File: config.mk
export PLATFORM = sky130hd
export DESIGN_NAME = dla_pool_feeder
export DESIGN_NICKNAME = d
export VERILOG_FILES = /design/src/rtl/dla_pkg.sv /design/src/rtl/dla_line_buf.sv /design/src/rtl/dla_pool_feeder.sv
export SDC_FILE = /design/constraint.sdc
export NUM_CORES = 1
export LEC_CHECK = 0
export ABC_AREA = 0
export CAP_MARGIN = 40
export CORE_MARGIN = 4
export CORE_UTILIZATION = 50
export DETAILED_ROUTE_END_ITERATION = 16
export HOLD_SLACK_MARGIN = 0.12
export MAX_ROUTING_LAYER = met4
export PLACE_DENSITY = 0.78
export SYNTH_ARGS = -nofsm -noshare
export SYNTH_HDL_FRONTEND = slang
export SYNTH_SLANG_ARGS = --single-unit
File: constraint.sdc
create_clock -name clock -period 5.1 [get_ports clock]
set_input_delay 0.51 -clock clock [delete_from_list [all_inputs] [get_ports clock]]
set_output_delay 0.51 -clock clock [all_outputs]
set_load 0.01 [all_outputs]
File: src/rtl/dla_pkg.sv
// Shared definitions for the 2x2 pooling feeder: state encoding, pixel type, size defaults.
// Latency: n/a (package only).
// Backpressure: n/a (package only).
package dla_pkg;

  localparam int DATA_WID_DEF = 16;
  localparam int MAX_COLS_DEF = 64;
  localparam int COL_WID_DEF  = 7;

  typedef logic signed [DATA_WID_DEF-1:0] pixel_t;

  // One-hot feeder states
  typedef enum logic [3:0] {
    ST_IDLE  = 4'b0001,
    ST_TOP   = 4'b0010,
    ST_BOT   = 4'b0100,
    ST_FLUSH = 4'b1000
  } state_t;

endpackage

File: src/rtl/dla_line_buf.sv
// One-row pixel store for the pooling feeder: register array, one write port, one async read port.
// Latency: write lands at the clock edge; read is combinational from rd_addr.
// Backpressure: none; the caller owns all flow control.
// Ports: clock; wr_en/wr_addr/wr_data write port; rd_addr -> rd_data read port. Storage is not reset.
module dla_line_buf #(
  parameter int DATA_WID = 16,
  parameter int DEPTH    = 64,
  parameter int ADDR_WID = 6
) (
  input  logic                clock,
  input  logic                wr_en,
  input  logic [ADDR_WID-1:0] wr_addr,
  input  logic [DATA_WID-1:0] wr_data,
  input  logic [ADDR_WID-1:0] rd_addr,
  output logic [DATA_WID-1:0] rd_data
);

  logic [DATA_WID-1:0] mem [DEPTH];

  always_ff @(posedge clock) begin
    if (wr_en) mem[wr_addr] <= wr_data;
  end

  assign rd_data = mem[rd_addr];

endmodule

File: src/rtl/dla_pool_feeder.sv
// Turns a raster pixel stream into non-overlapping 2x2 stride-2 windows for the pooling unit.
// Latency: window appears (win_en) one cycle after the bottom-right pixel transfer.
// Backpressure: in_ready low while idle/flushing and on odd bottom-row columns until WIN_GAP has elapsed.
// Ports: clock, rst (sync, active-high); cfg_start/cfg_cols/cfg_rows plane setup;
//        in_valid/in_data/in_ready pixel stream; win_en + dat_0..dat_3 window out;
//        busy, done, cfg_err status.
module dla_pool_feeder
  import dla_pkg::*;
#(
  parameter int DATA_WID = DATA_WID_DEF,
  parameter int MAX_COLS = MAX_COLS_DEF,
  parameter int COL_WID  = COL_WID_DEF,
  parameter int WIN_GAP  = 3
) (
  input  logic                       clock,
  input  logic                       rst,
  input  logic                       cfg_start,
  input  logic [COL_WID-1:0]         cfg_cols,
  input  logic [COL_WID-1:0]         cfg_rows,
  input  logic                       in_valid,
  input  logic signed [DATA_WID-1:0] in_data,
  output logic                       in_ready,
  output logic                       win_en,
  output logic signed [DATA_WID-1:0] dat_0,
  output logic signed [DATA_WID-1:0] dat_1,
  output logic signed [DATA_WID-1:0] dat_2,
  output logic signed [DATA_WID-1:0] dat_3,
  output logic                       busy,
  output logic                       done,
  output logic                       cfg_err
);

  localparam int LB_AW   = (MAX_COLS > 1) ? $clog2(MAX_COLS) : 1;
  localparam int GAP_WID = (WIN_GAP > 1) ? $clog2(WIN_GAP) : 1;
  localparam logic [GAP_WID-1:0] GAP_LOAD  = GAP_WID'(WIN_GAP - 1);
  localparam logic [COL_WID-1:0] MAX_C     = COL_WID'(MAX_COLS);
  localparam logic [COL_WID-1:0] MIN_DIM   = COL_WID'(2);

  state_t state, state_nxt;

  logic [COL_WID-1:0] cols_r, rows_r, col, row;
  logic [COL_WID-1:0] ecols, erows;
  logic [GAP_WID-1:0] gap_cnt;
  logic signed [DATA_WID-1:0] hold_tl, hold_bl;
  logic [DATA_WID-1:0] lb_rdata;

  logic acc, col_last, drop_row, rows_left, gap_zero, cfg_bad, lb_we, in_win;

  // Odd trailing column/row are consumed but never form a window
  assign ecols     = {cols_r[COL_WID-1:1], 1'b0};
  assign erows     = {rows_r[COL_WID-1:1], 1'b0};
  assign col_last  = (col == cols_r - 1'b1);
  assign drop_row  = (row >= erows);
  assign rows_left = ((row + 1'b1) < rows_r);
  assign gap_zero  = (gap_cnt == '0);
  assign in_win    = (col < ecols);
  assign cfg_bad   = (cfg_cols < MIN_DIM) || (cfg_rows < MIN_DIM) || (cfg_cols > MAX_C);

  // Even bottom-row columns only latch, so they may proceed during the gap;
  // odd ones emit a window and must wait for the spacing counter.
  assign in_ready = (state == ST_TOP) ||
                    ((state == ST_BOT) && (gap_zero || !col[0]));
  assign acc      = in_valid && in_ready;
  assign lb_we    = (state == ST_TOP) && acc && in_win && !drop_row;

  dla_line_buf #(
    .DATA_WID (DATA_WID),
    .DEPTH    (MAX_COLS),
    .ADDR_WID (LB_AW)
  ) u_line_buf (
    .clock   (clock),
    .wr_en   (lb_we),
    .wr_addr (col[LB_AW-1:0]),
    .wr_data (in_data),
    .rd_addr (col[LB_AW-1:0]),
    .rd_data (lb_rdata)
  );

  always_comb begin
    state_nxt = state;
    unique case (state)
      ST_IDLE:  if (cfg_start && !cfg_bad) state_nxt = ST_TOP;
      ST_TOP:   if (acc && col_last) state_nxt = drop_row ? ST_FLUSH : ST_BOT;
      ST_BOT:   if (acc && col_last) state_nxt = rows_left ? ST_TOP : ST_FLUSH;
      ST_FLUSH: if (gap_zero) state_nxt = ST_IDLE;
      default:  state_nxt = ST_IDLE;
    endcase
  end

  always_ff @(posedge clock) begin
    if (rst) begin
      state   <= ST_IDLE;
      cols_r  <= '0;
      rows_r  <= '0;
      col     <= '0;
      row     <= '0;
      gap_cnt <= '0;
      hold_tl <= '0;
      hold_bl <= '0;
      win_en  <= 1'b0;
      dat_0   <= '0;
      dat_1   <= '0;
      dat_2   <= '0;
      dat_3   <= '0;
      busy    <= 1'b0;
      done    <= 1'b0;
      cfg_err <= 1'b0;
    end else begin
      state  <= state_nxt;
      win_en <= 1'b0;
      done   <= 1'b0;
      if (!gap_zero) gap_cnt <= gap_cnt - 1'b1;

      case (state)
        ST_IDLE: begin
          if (cfg_start) begin
            cfg_err <= cfg_bad;
            cols_r  <= cfg_cols;
            rows_r  <= cfg_rows;
            col     <= '0;
            row     <= '0;
            // A rejected config still reports completion so the caller never stalls
            if (cfg_bad) done <= 1'b1;
            else         busy <= 1'b1;
          end
        end
        ST_TOP, ST_BOT: begin
          if (acc) begin
            if (col_last) begin
              col <= '0;
              row <= row + 1'b1;
            end else begin
              col <= col + 1'b1;
            end
            if ((state == ST_BOT) && in_win) begin
              if (!col[0]) begin
                hold_bl <= in_data;
                hold_tl <= lb_rdata;
              end else begin
                dat_0   <= hold_tl;
                dat_1   <= lb_rdata;
                dat_2   <= hold_bl;
                dat_3   <= in_data;
                win_en  <= 1'b1;
                gap_cnt <= GAP_LOAD;
              end
            end
          end
        end
        ST_FLUSH: begin
          // Holding done back until the gap expires keeps it clear of the last win_en
          if (gap_zero) begin
            done <= 1'b1;
            busy <= 1'b0;
          end
        end
        default: ;
      endcase
    end
  end

endmodule

==> Word-level counts from Yosys, hierarchy flattened <==
Memory sizes are Yosys's and may differ from the RTL's. A register that Yosys moved wholly into a read port is not among the register bits.
Cells that the tools add are included.
{ "op_classes": {"add_sub_neg": 4, "magnitude_cmp": 6, "eq_ne": 13, "muxes": 32, "n_bitwise": 4, "reduce_logical": 27} }
{ "ops": {"columns": ["op", "count"], "rows": [
  ["$mux 7", 5],
  ["$pmux 7 s2", 2],
  ["$mux 4", 6],
  ["$reduce_and 4->1", 5],
  ["$pmux 4 s4", 1],
  ["$add 7x1->7 const B", 2],
  ["$lt 7x2->1 const B", 2],
  ["$lt 7x7->1", 2],
  ["$mux 6", 2],
  ["$ne 2x2->1 const B", 6],
  ["$mux 2", 5],
  ["$mux 1", 9],
  ["$logic_and 1x1->1", 8],
  ["$eq 7x7->1", 1],
  ["$ge 7x7->1", 1],
  ["$gt 7x7->1 const B", 1],
  ["$sub 7x1->7 const B", 1],
  ["$eq 4x1->1 const B", 1],
  ["$eq 4x2->1 const B", 1],
  ["$eq 4x3->1 const B", 1],
  ["$eq 4x4->1 const B", 1],
  ["$logic_or 1x1->1", 4],
  ["$ne 2x1->1 const B", 2],
  ["$not 1->1", 4],
  ["9 further kinds", 13]
]} }
{ "totals": {"regBits": 134, "ramBits": 1024, "out_inout_bits": 69, "word_cells": 103, "memories": 1} }
{ "mem_list": {"columns": ["memory", "words", "width", "rd", "rd_clocked_by_memory_dff", "write_ports", "line_no", "text"], "rows": [
  ["u_line_buf.mem", 64, 16, 1, 1, 1, "dla_line_buf.sv:18", "logic [DATA_WID-1:0] mem [DEPTH];"]
]} }

==> Depth between registers and ports, before layout <==
{ "logic_depth": {"word_depth": 10, "depth_mapped": 12, "depth_no_buf": 10} }

==> Modules after synthesis <==
From an unflattened synthesis, not the netlist that was laid out.
{ "hier_totals": {"hier_cells": 2492, "hier_area_um2": 45468.6} }
{ "by_module_without_submodules": {"columns": ["module", "instances", "cells_each", "area_per_inst_um2", "seq_area_each_um2"], "rows": [
  ["dla_line_buf", 1, 1804, 39658.0, 30749.5],
  ["dla_pool_feeder", 1, 688, 5810.6, 2682.6]
]} }

==> Worst setup path after synthesis <==
OpenSTA, ideal clock, no wires.
{ "synth_path": {"path_kind": "reg-to-reg", "startpoint": "register row[4]", "endpoint": "memory u_line_buf.mem[48][0], enable pin", "setup_ns": 0.389, "t_arrival_ns": 2.648, "setup_slack_ns": 2.063, "path_stages_with_launch": 8, "period_less_slack_ns": 3.037, "path_cell_list": "dfxtp_1 ha_1 a21o_1 a21oi_1 nor2b_1 nor4b_2 nand4_1 nor2_1"} }
{ "synth_via": {"elab_chain_len": 5} }
{ "synth_lines": {"columns": ["element", "line_no", "text"], "rows": [
  ["start, declared", "dla_pool_feeder.sv:41", "logic [COL_WID-1:0] cols_r, rows_r, col, row;"],
  ["start signal, assigned", "dla_pool_feeder.sv:131", "row <= row + 1'b1;"],
  ["$ge 7x7->1", "dla_pool_feeder.sv:53", "assign drop_row = (row >= erows);"],
  ["$logic_not 1->1", "dla_pool_feeder.sv:64", "assign lb_we = (state == ST_TOP) && acc && in_win && !drop_row;"],
  ["$logic_and 1x1->1", "dla_pool_feeder.sv:64", null],
  ["$mux 1", "dla_line_buf.sv:21", "if (wr_en) mem[wr_addr] <= wr_data;"],
  ["$mux 1 (not written as such)", "dla_line_buf.sv:21", null],
  ["end, declared", "dla_line_buf.sv:18", null]
]} }
No other way between the ends.

==> Final worst setup path <==
{ "layout_path": {"startpoint": "register row[4]", "endpoint": "memory u_line_buf.mem[50][12], enable pin"} }
The elaborated chain is that of the path after synthesis.

==> out/qor.csv <==
stage,metric,value,unit
detailed_routing,DRC viols,0,
sta,setup TNS,0,ps
sta,Slew @ Worst Pin,993,ps
detailed_routing,DRT Pass-1 Iters,6,
worst_setup_path,Setup CP Type,flop to flop,
floorplanning,Top-Level Pins,103,
global_routing,antenna violations before repair,3,
floorplanning,Core ar.,90100,um^2
logic_synthesis,synth warn,0,
cts,H-tree depth,3,
run,reported max-cap violation count,0,
global_routing,vias in the first global route,25828,
cts,clock transition at the registers of the reported paths,60,ps
cts,Post CTS Setup Buffer Count,0,
cts,CTS sink cnt,1164,
placed_design,I/O Buffers,102,
sta,worst hold margin,213,ps
power,power density cells,424,nW/um^2
sta,Achievable Freq,273,MHz
sta,RSZ-0062 raised after global routing,false,
placed_design,DP Wirelength,72200,um
sta,Final Hold Viols,0,
logic_synthesis,syn_area_per_cell,17.3,um^2
global_routing,Overall Global Routing Usage,25.0,%
detailed_routing,Vias/cell,6.41,
power,Lkg Pwr,16.1,nW
detailed_routing,drt first-iter violations,3978,
cts,worst-skew pair later-pin latency,700,ps
logic_synthesis,Syn Std Cell Area,45500,um^2
cts,hold buffers post-CTS,0,
sta,Worst slew margin,33.6,%
power,NetSw,5.57,mW
sta,setup slack after layout,1430,ps
outcome,outcome,completed,
logic_synthesis,synth unique cells,63,
sta,count of pins over their slew limit,0,
logic_synthesis,synth cell count leaders,"edfxtp_1, mux2i_1, nand2_1, mux4_2, dfxtp_1",
floorplanning,Starting Density,50.5,%
hold_path,min-delay worst type,primary input to flop,
logic_synthesis,"EDFF count, synth",1024,
global_routing,global-route wire length before repair,172000,um
floorplanning,cell row count,110,
cells_and_area,Fillers,6377,
sta,fin crit share,71.9,%
cells_and_area,"Cell Count, Final, Fillers Out",4095,
worst_setup_path,Worst Path Arrival,4040,ps
logic_synthesis,Synth top area share,67.6,%
power,Clock Power Share,36.8,%
power,maximum VDD drop,0.308,mV
detailed_routing,Via Count,26238,
logic_synthesis,Syn Nets,2689,
logic_synthesis,largest cells by area after synthesis,"edfxtp_1, mux4_2, dfxtp_1, mux2i_1, a22oi_1",
cts,CTS tree,done,
logic_synthesis,Cells after Synth,2635,
cells_and_area,layout cells sized above 1,17.0,%
logic_synthesis,"FFs w/ async S/R, synth",0,%
cts,Num CTS Buffers,108,
cts,post_cts resized,0,
logic_synthesis,sequential area share after synthesis,73.7,%
global_routing,Overflow after GRT,0,
sta,final setup vio count,0,
power,Logic pwr share,15.4,%
detailed_routing,drt total wl,117000,um
worst_setup_path,Worst EP required,5470,ps
floorplanning,Die Span X,310,um
worst_setup_path,crit path max fanout,16,
floorplanning,die footprint,95900,um^2
logic_synthesis,top_reg_cell synth,edfxtp_1,
worst_setup_path,CP endpoint kind,flop,
detailed_routing,Antenna Violating Nets Remaining,0,
sta,final worst path period need,3670,ps
cts,CTS root buf,clkbuf_16,
worst_setup_path,type of origin of the critical path,flop,
power,Int Pwr,16.5,mW
hold_path,Hold Path Depth,2,
power,Sequential Power Share,47.8,%
placed_design,Placed Cells,3898,
detailed_routing,Wirelength per Cell,28.7,um
floorplanning,DIE HEIGHT,310,um
logic_synthesis,"count leader, synth",edfxtp_1,
cells_and_area,"Core Util, Final",57.7,%
global_routing,largest net degree at the start of global routing,83,
cells_and_area,Final #Nets,2886,
power,Switching Share,25.3,%
placed_design,gpl congestion,0.961,
placed_design,pre-CTS setup slack,1560,ps
cts,CTS max path bufs,3,
logic_synthesis,number of synthesized register bits,1164,
cells_and_area,area grow syn2layout,14.2,%
worst_setup_path,Reg2Reg Depth,9,
logic_synthesis,Synth area leader,edfxtp_1,
sta,Setup Skew,36.0,ps
-- through the flow --
stage | total power [mW] | area (um^2)
2_1_floorplan | 13.1 | 45500
3_3_place_gp | 14.0 | 48200
3_5_place_dp | 14.1 | 48400
4_1_cts | 22.1 | 52000
5_1_grt | 22.7 | 52000
6_report | 22.0 | 52000
-- cell usage in the layout (no fill, tap or decap), types with 8 or more instances in the layout --
master,instances
edfxtp_1,1024
mux2i_1,258
nand2_1,180
mux4_2,154
dfxtp_1,136
a22oi_1,131
buf_4,126
clkbuf_16,111
a21oi_1,104
nor2_1,97
clkdlybuf4s50_1,85
nand3_1,82
o21ai_0,47
a31oi_1,26
inv_1,25
clkinv_1,24
ha_1,20
nor3_1,18
nor2b_1,17
nand4_1,17
clkbuf_1,17
clkinv_2,16
buf_2,16
a221oi_1,12
o22ai_1,12
bufinv_16,12
xor2_1,10
mux2_2,9
xnor2_1,8
-- per-layer routing --
metal / global-route usage, % / vias to the layer above / share of wire (%)
met3: 5.22 / 328 / 11
li1: - / 10869 / -
met4: 10.4 / 0 / 4.9
met1: 32.5 / 13220 / 37
met5: - / - / 0
met2: 38.9 / 1821 / 48
-- power by group through the flow --
stage / Sequential [mW] / Combinational [mW] / Clock [mW]
floorplan: 10.6 / 2.45 / 0
finish: 10.5 / 3.39 / 8.12
global placement: 10.7 / 3.23 / 0
global route: 10.5 / 3.55 / 8.61
CTS: 10.5 / 3.36 / 8.19
detailed placement: 10.7 / 3.34 / 0
-- kinds of logic (layout without fill, tap and decap cells) --
kind of cell	after synthesis	count (layout)	synth area share, %
AND/OR/NAND/NOR	454	454	4.54
adder cells (fa/ha/maj)	20	20	0.550
buffers and inverters	179	460	1.87
multiplexers	421	421	13.5
flip-flops	1164	1164	73.7
other	0	3	0
XOR/XNOR	18	18	0.346
AO/OA/AOI/OAI	379	379	5.46
-- registers in the layout, summed over array words and instances (netlist names), 2 cells and up, named ones only --
signal and cells:
dat_0 16, cols_r 7, col 7, row 7, dat_2 16, state 4
dat_3 16, dat_1 16, u_line_buf.mem 1024, hold_tl 16, gap_cnt 2, hold_bl 16
rows_r 7
-- worst max-delay path: stages (launching register included) --
cell and delay, ps:
dfxtp_1 450, ha_1 290, a21o_1 180, a21oi_1 150, nor2b_1 80, nor4b_2 850, nand4_1 550, buf_6 330
nor2_1 140, buf_4 300
-- final cells by class --
cell class / instances / area, um^2 / share of cell area [%]
clock inverter: 62 / 674 / 1.30
antenna: 3 / 7.51 / 0.0144
inverter: 25 / 93.8 / 0.181
timing repair buffer: 241 / 2120 / 4.08
tap: 1176 / 1470 / 2.83
clock buffer: 132 / 2900 / 5.57
multi-input combinational: 1292 / 11200 / 21.5
sequential: 1164 / 33600 / 64.6
-- path summary, 6_finish.rpt --
check	end	slack [ps]	startpoint
worst min register to register	dat_2[11]$_SDFFE_PP0P_	450	dat_2[11]$_SDFFE_PP0P_
worst max register to register	u_line_buf.mem[50][12]$_DFFE_PP_	1430	row[4]$_SDFFE_PP0P_
worst min-delay path	hold_tl[4]$_SDFFE_PP0P_	210	rst
worst max-delay path	u_line_buf.mem[50][12]$_DFFE_PP_	1430	row[4]$_SDFFE_PP0P_
No activity file was read; power rests on OpenSTA's default activity.
